### config.mk
export PLATFORM = sky130hd
export DESIGN_NAME = pll_mdrp_seq
export DESIGN_NICKNAME = d
export VERILOG_FILES = /design/src/rtl/pll_mdrp_seq.sv
export SDC_FILE = /design/constraint.sdc
export NUM_CORES = 1
export LEC_CHECK = 0
export ABC_AREA = 1
export BUFFER_PORTS_ARGS = -buffer_cell sky130_fd_sc_hd__buf_2
export CORE_MARGIN = 2
export CORE_UTILIZATION = 53
export CTS_CLUSTER_DIAMETER = 80
export DETAILED_ROUTE_END_ITERATION = 8
export MAX_ROUTING_LAYER = met4
export PLACE_DENSITY = 0.76
export RECOVER_POWER = 50
export SLEW_MARGIN = 20
export SYNTH_ARGS = -nofsm -noshare
export SYNTH_HDL_FRONTEND = slang
export SYNTH_SLANG_ARGS = --single-unit
### constraint.sdc
create_clock -name clk -period 1.8 [get_ports clk]
set_clock_uncertainty 0.05 [all_clocks]
set_input_delay 0.27 -clock clk [delete_from_list [all_inputs] [get_ports clk]]
set_output_delay 0.27 -clock clk [all_outputs]
set_load 0.02 [all_outputs]
### src/rtl/pll_mdrp_seq.sv
// Sequencer for the PLLA MD reconfiguration port: holds the PLL in reset, writes and
// verifies a register profile from an external table, then waits for a stable lock.
module pll_mdrp_seq #(
    parameter int PROF_W       = 1,
    parameter int IDX_W        = 5,
    parameter int NUM_REGS     = 16,
    parameter int LOCK_STABLE  = 1024,
    parameter int LOCK_TIMEOUT = 2000000,
    parameter int MAX_RETRY    = 2
) (
    input  logic                    clk,
    input  logic                    rst_n,
    input  logic                    start,
    input  logic [PROF_W-1:0]       profile,
    output logic                    busy,
    output logic                    done,
    output logic                    error,
    output logic [1:0]              err_code,
    output logic [PROF_W+IDX_W-1:0] tbl_addr,
    input  logic [15:0]             tbl_data,
    output logic                    pll_reset,
    input  logic                    pll_lock,
    output logic                    md_clk,
    output logic [1:0]              md_opc,
    output logic                    md_ainc,
    output logic [7:0]              md_wdi,
    input  logic [7:0]              md_rdo
);
    localparam int SW = $clog2(LOCK_STABLE + 1);
    localparam int TW = $clog2(LOCK_TIMEOUT + 1);
    localparam int RW = (MAX_RETRY > 0) ? $clog2(MAX_RETRY + 1) : 1;

    typedef enum logic [3:0] {
        S_IDLE, S_FETCH, S_SETADDR, S_WRITE, S_RDADDR, S_READ,
        S_RELEASE, S_WAIT_LOCK, S_DONE, S_FAIL
    } state_t;

    state_t            state;
    logic [1:0]        ph;
    logic [PROF_W-1:0] prof;
    logic [IDX_W-1:0]  idx;
    logic [RW-1:0]     retry;
    logic [15:0]       data;
    logic              lock_meta, lock_sync;
    logic [SW-1:0]     stable;
    logic [TW-1:0]     tmo;

    assign md_ainc = 1'b0;

    always_ff @(posedge clk) begin
        if (!rst_n) begin
            state     <= S_IDLE;
            ph        <= '0;
            prof      <= '0;
            idx       <= '0;
            retry     <= '0;
            data      <= '0;
            lock_meta <= 1'b0;
            lock_sync <= 1'b0;
            stable    <= '0;
            tmo       <= '0;
            busy      <= 1'b0;
            done      <= 1'b0;
            error     <= 1'b0;
            err_code  <= 2'b00;
            tbl_addr  <= '0;
            pll_reset <= 1'b0;
            md_clk    <= 1'b0;
            md_opc    <= 2'b00;
            md_wdi    <= '0;
        end else begin
            lock_meta <= pll_lock;
            lock_sync <= lock_meta;
            done      <= 1'b0;
            error     <= 1'b0;
            case (state)
                S_IDLE: begin
                    if (start) begin
                        prof      <= profile;
                        idx       <= '0;
                        retry     <= '0;
                        busy      <= 1'b1;
                        err_code  <= 2'b00;
                        pll_reset <= 1'b1;
                        tbl_addr  <= {profile, {IDX_W{1'b0}}};
                        ph        <= '0;
                        state     <= S_FETCH;
                    end
                end
                S_FETCH: begin
                    if (ph == 2'd0) begin
                        ph <= 2'd1;
                    end else begin
                        // First op is launched here so its C0 follows immediately.
                        data   <= tbl_data;
                        md_opc <= 2'b11;
                        md_wdi <= tbl_data[15:8];
                        ph     <= '0;
                        state  <= S_SETADDR;
                    end
                end
                S_SETADDR, S_WRITE, S_RDADDR, S_READ: begin
                    if (ph == 2'd0) begin
                        md_clk <= 1'b1;
                        ph     <= 2'd1;
                    end else if (ph == 2'd1) begin
                        md_clk <= 1'b0;
                        md_opc <= 2'b00;
                        ph     <= 2'd2;
                    end else begin
                        ph <= '0;
                        case (state)
                            S_SETADDR: begin
                                md_opc <= 2'b01;
                                md_wdi <= data[7:0];
                                state  <= S_WRITE;
                            end
                            S_WRITE: begin
                                md_opc <= 2'b11;
                                md_wdi <= data[15:8];
                                state  <= S_RDADDR;
                            end
                            S_RDADDR: begin
                                md_opc <= 2'b10;
                                state  <= S_READ;
                            end
                            default: begin
                                // Readback check folded into the end of C2, keeping 14 cycles per entry.
                                if (md_rdo != data[7:0]) begin
                                    err_code <= 2'b01;
                                    state    <= S_FAIL;
                                end else if (idx == IDX_W'(NUM_REGS - 1)) begin
                                    state <= S_RELEASE;
                                end else begin
                                    idx      <= idx + IDX_W'(1);
                                    tbl_addr <= {prof, idx + IDX_W'(1)};
                                    state    <= S_FETCH;
                                end
                            end
                        endcase
                    end
                end
                S_RELEASE: begin
                    pll_reset <= 1'b0;
                    stable    <= '0;
                    tmo       <= '0;
                    state     <= S_WAIT_LOCK;
                end
                S_WAIT_LOCK: begin
                    if (!lock_sync)
                        stable <= '0;
                    else if (stable != SW'(LOCK_STABLE))
                        stable <= stable + SW'(1);
                    if (tmo != TW'(LOCK_TIMEOUT))
                        tmo <= tmo + TW'(1);
                    if (lock_sync && stable == SW'(LOCK_STABLE - 1)) begin
                        state <= S_DONE;
                    end else if (tmo == TW'(LOCK_TIMEOUT - 1)) begin
                        err_code <= 2'b10;
                        state    <= S_FAIL;
                    end
                end
                S_DONE: begin
                    done  <= 1'b1;
                    busy  <= 1'b0;
                    state <= S_IDLE;
                end
                S_FAIL: begin
                    if (retry < RW'(MAX_RETRY)) begin
                        retry     <= retry + RW'(1);
                        idx       <= '0;
                        tbl_addr  <= {prof, {IDX_W{1'b0}}};
                        pll_reset <= 1'b1;
                        ph        <= '0;
                        state     <= S_FETCH;
                    end else begin
                        error     <= 1'b1;
                        busy      <= 1'b0;
                        pll_reset <= 1'b0;
                        state     <= S_IDLE;
                    end
                end
                default: state <= S_IDLE;
            endcase
        end
    end
endmodule

## Word-level counts from Yosys, hierarchy flattened

Cells that the tools add are included.

- ROM bits: 0
- RAM bits: 0
- Memories kept: 0
- Latch bits: 0
- Output and inout port bits: 24
- Register bits: 87

- Add/subtract/negate cells: 4
- Magnitude comparators: 1
- Div/mod/pow operators: 0
- Multiplexer cells: 66
- Eq/ne operators: 33
- Bitwise logic cells: 1
- Reductions and logical operators: 29
- Shift operators: 0
- Multipliers: 0

Operators with widths:

| operator | number |
|---|---|
| 6-bit two-way mux | 7 |
| 21-bit one-hot mux with 2 select lines | 1 |
| 5-bit two-way mux | 7 |
| 8-bit one-hot mux with 2 select lines | 2 |
| 2-bit two-way mux | 14 |
| 4-bit two-way mux | 7 |
| 2-bit != test (second input constant) | 13 |
| 8-bit two-way mux | 3 |
| 4-bit one-hot mux with 6 select lines | 1 |
| 11-bit two-way mux | 2 |
| 11-bit one-hot mux with 2 select lines | 1 |
| 21-bit by 1-bit adder with 21-bit output (second input constant) | 1 |
| 21-bit equality test (second input constant) | 1 |
| 21-bit two-way mux | 1 |
| 21-bit != test (second input constant) | 1 |
| 6-bit one-hot mux with 3 select lines | 1 |
| 4-bit by 3-bit equality test with 1-bit output (second input constant) | 4 |
| 8-bit AND reduction | 2 |
| 5-bit one-hot mux with 3 select lines | 1 |
| 2-bit AND reduction | 7 |
| 2-bit one-hot mux with 3 select lines | 2 |
| 4-bit one-hot mux with 3 select lines | 1 |
| 3-bit nonzero test | 4 |
| 11-bit by 1-bit adder with 11-bit output (second input constant) | 1 |
| 29 further kinds | 49 |

## Logic depth before layout (Yosys ltp)

- Depth after elaboration: 7
- Gate-level depth with buffers: 13
- Gate-level depth less buffers: 13

## Worst setup path before layout

No wires, ideal clock.

- Path kind: register to register
- Start: register idx[0]
- End: register tbl_addr[2]
- Slack: 132 ps
- Buffers on the path: 1
- Arrival: 1485 ps
- Setup time: 132 ps
- Data required time: 1618 ps
- Stages on the path, launching flop included: 10
- Cell sequence: dfxtp_1 -> ha_1 -> nand2_1 -> nor2_1 -> ha_1 -> o21ai_1 -> nand2_2 -> buf_6 -> nand2_1 -> a21oi_1

- Word-level cells in the longest chain between the ends: 7
- Elaborated cells between the ends (all ways): 10

RTL lines:

| what | line | RTL |
|---|---|---|
| from (decl) | 41 | `logic [IDX_W-1:0] idx;` |
| from (signal assigned) | 135 | `idx <= idx + IDX_W'(1);` |
| 5-bit by 1-bit adder with 5-bit output | 136 | `tbl_addr <= {prof, idx + IDX_W'(1)};` |
| 6-bit two-way mux | 132 | `end else if (idx == IDX_W'(NUM_REGS - 1)) begin` |
| 6-bit two-way mux | 129 | `if (md_rdo != data[7:0]) begin` |
| 6-bit two-way mux | 112 | `case (state)` |
| 6-bit two-way mux | 106 | `end else if (ph == 2'd1) begin` |
| 6-bit two-way mux | 103 | `if (ph == 2'd0) begin` |
| 6-bit one-hot mux with 3 select lines | 76 | `case (state)` |
| to (signal assigned) | 85 | `tbl_addr <= {profile, {IDX_W{1'b0}}};` |
| to (signal assigned) | 136 |  |
| to (signal assigned) | 172 | `tbl_addr <= {prof, {IDX_W{1'b0}}};` |
| to (decl) | 19 | `output logic [PROF_W+IDX_W-1:0] tbl_addr,` |

Parallel ways exist; a longest one is shown, timed or not. The select of a mux whose other input is x is not followed.
A chain may end at the register's enable or synchronous reset.

## Worst setup path after layout

- Start: register state[0]
- End: register state[2]

- Word-level cells in the longest chain between the ends: 5
- Elaborated cells between the ends (all ways): 20

RTL lines:

| what | line | RTL |
|---|---|---|
| from (decl) | 38 | `state_t state;` |
| from (signal assigned) | 52 | `state <= S_IDLE;` |
| from (signal assigned) | 87 | `state <= S_FETCH;` |
| from (signal assigned) | 99 | `state <= S_SETADDR;` |
| 4-bit by 3-bit equality test with 1-bit output or 4-bit by 2-bit equality test with 1-bit output (tied branches) | 76, 112 |  |
| 4-bit one-hot mux with 3 select lines | 112 |  |
| 4-bit two-way mux | 106 |  |
| 4-bit two-way mux | 103 |  |
| 4-bit one-hot mux with 6 select lines | 76 |  |

Parallel ways exist; a longest one is shown, timed or not. The select of a mux whose other input is x is not followed.

==> impl_metrics.yaml <==
floorplan:
  fp.dieH_um: 99.6
  initial_core_util_pct: 55.0
  coreArea_um2: 8810
  design.die.area_um2: 9920
  io_pins: 53
  die_w_um: 99.6
  rows: 34
setup_path:
  cp-start-kind: "flop"
  cp.arrival_ns: 1.96
  path_class: "flop to flop"
  worstPathRequired_ns: 2.04
  worst-path-max-fanout: 9
  crit_path_end_kind: "flop"
grt:
  grt_max_degree: 40
  grt_pass1_vias: 4766
  grt_antenna_before_repair: 0
  grt.total_usage_pct: 25.5
  grt.overflow.total: 0
  grt_first_pass_wirelength_um: 20400
power:
  p_int_mw: 3.51
  sw_frac_of_total_pct: 35.7
  power_density_nw_per_um2: 950
  p_clk_share_pct: 29.1
  leakage_nw: 2.42
  irDropWorstVdd_mv: 0.657
  seq_power_share_pct: 41.2
  switching_power_mw: 1.95
  pwr-share-comb_pct: 29.7
yosys:
  synth-seq-cells: 87
  syn_inst: 762
  netlist.area_leader.share_pct: 35.9
  synth.most_common_cell: "nand2_1"
  avgSynthCellArea_um2: 6.36
  synth.top_cells.by_area: "dfxtp_1, nand2_1, a21oi_1"
  ys.flop_type: "dfxtp_1"
  async_flop_share_pct: 0
  netlist_top_cells_count: "nand2_1, inv_1, dfxtp_1, a21oi_1, nor2_1"
  syn_nets: 797
  synth_area_leader_cell: "dfxtp_1"
  mappedNetlistArea_um2: 4850
  synth-edff-count: 0
  synth_cell_types: 35
  ys_seq_area_share_pct: 35.9
  yosysWarnings: 0
detailed_routing:
  wl_per_cell_um: 12.8
  remaining_drc_errors: 0
  drt_iter0_drc: 246
  routed_wl_um: 12200
  vias_per_cell: 5.37
  first_pass_iters: 6
  ant_nets: 0
  vias: 5104
status:
  outcome: "completed"
cts:
  clock_latency_ns: 0.37
  path_clk_slew_ns: 0.09
  numCtsBuffers: 9
  cts_tree: "built"
  htree_levels: 3
  cts_root_buf: "clkbuf_8"
  cts_sinks: 87
  ctsHoldBuffers: 0
  clockBufferDepth: 2
placed_design:
  post-dp-hpwl_um: 8780
  gp_congestion: 0.986
  io_buffers: 51
  dp_slack_ns: -0.00553
  placed_cells: 931
final_layout:
  multiInputGateArea_um2: 2730
  layout.nets: 872
  seqCellArea_um2: 1760
  area_delta_synth_final_pct: 18.6
  n_fill_cell: 802
  n_antenna_cell: 0
  layout-drive-gt1-share_pct: 19.6
  fin_cells: 950
timing:
  fin_setup_tns_ns: 0
  setup_violations: 0
  hold_viol_final: 0
  fin_ws_ns: 0.0780
  maxSlewViolCount: 0
  whs_ns: 0.0367
  final.period_utilization_pct: 95.7
  max_freq_mhz: 581
  fin_crit_ns: 1.72
job:
  maxCapViolCount: 0
worst_hold_path:
  min_path_type: "input pin to flop"
## metrics by stage
step / power (mW) / area, um^2 / utilization [%]
floorplan: 3.45 / 4850 / -
global placement: 3.75 / 5370 / 61.0
detailed placement: 3.79 / 5370 / 61.0
CTS: 5.36 / 5600 / 63.6
global route: 5.79 / 5750 / 65.3
finish: 5.46 / 5750 / 65.3
## critical path: stages (launching register included)
cell and delay [ns]:
dfxtp_2 0.45, nand2_4 0.11, nor2_4 0.21, nor2_4 0.09, buf_4 0.17, or2_2 0.27, inv_1 0.05, nand2_1 0.04
nand2_1 0.05, nand2_1 0.04, a21oi_1 0.11
## cell type report
cell class | instances | share of cell area [%]
clock inverter | 6 | 1.61
sequential | 87 | 30.6
inverter | 97 | 6.38
tap | 108 | 2.35
clock buffer | 10 | 2.39
timing repair buffer | 85 | 9.16
multi-input combinational | 557 | 47.5
## state kept, by name, summed over array words and instances (netlist names), 2 cells and up
register / flops
stable: 11
state: 4
md_opc: 2
ph: 2
err_code: 2
tbl_addr: 6
tmo: 21
md_wdi: 8
retry: 2
data: 16
idx: 5
## final timing paths
kind | from | endpoint | slack, ns | cells past startpoint
max | state[0]$_SDFFE_PN0P_ | state[2]$_SDFFE_PN0P_ | 0.08 | 10
min | pll_lock | lock_meta$_SDFF_PN0_ | 0.04 | 3
max reg2reg | state[0]$_SDFFE_PN0P_ | state[2]$_SDFFE_PN0P_ | 0.08 | 10
min reg2reg | lock_meta$_SDFF_PN0_ | lock_sync$_SDFF_PN0_ | 0.38 | 2
## metal layers
layer / share of wire, % / wire, um / track usage [%]
met1: 44 / 5290 / 30.9
met2: 48 / 5890 / 42.3
met3: 5.4 / 656 / 3.94
met4: 2.6 / 321 / 10.7
met5: 0 / 0 / -
## cells in the final DEF (no fill, tap or decap), types with 3 or more instances in the layout
cell type    n
nand2_1    230
inv_1       87
dfxtp_1     77
a21oi_1     74
nor2_1      60
nand3_1     51
buf_2       51
o21ai_0     36
buf_4       32
nand4_1     20
nor3_1      13
clkbuf_8    10
inv_2        9
dfxtp_2      9
nor2_4       8
nand2_4      8
ha_1         6
nor2_2       5
or2_2        5
xor2_1       5
nand3b_1     5
a21oi_2      4
o21ai_1      4
nand2_2      4
nor3_2       3
o21ai_2      3
## what timing repair did
item                                   4_1_cts  5_1_grt
resized for setup                            2       42
buffers inserted                             0        3
setup endpoints to repair                   13       49
endpoints found under the hold margin        0        0
pin swaps                                    0        6
## power by group through the flow
stage / Clock (mW) / Sequential [mW] / Combinational [mW]
3_5_place_dp: 0 / 2.27 / 1.52
4_1_cts: 1.60 / 2.23 / 1.53
5_1_grt: 1.68 / 2.28 / 1.84
3_3_place_gp: 0 / 2.26 / 1.49
6_report: 1.59 / 2.25 / 1.62
2_1_floorplan: 0 / 2.33 / 1.12
## cells by family (layout without fill, tap and decap cells)
family          count (synthesis)  count (layout)  synth area share [%]
simple gates                  418             418                  38.1
fa+ha+maj                       6               6                  1.55
xor+xnor                        6               6                  1.08
other cells                     1               1                0.0774
buf+inv                       118             198                  9.81
flops                          87              87                  35.9
compound gates                126             126                  13.5
Power figures use the tool's default switching activity.
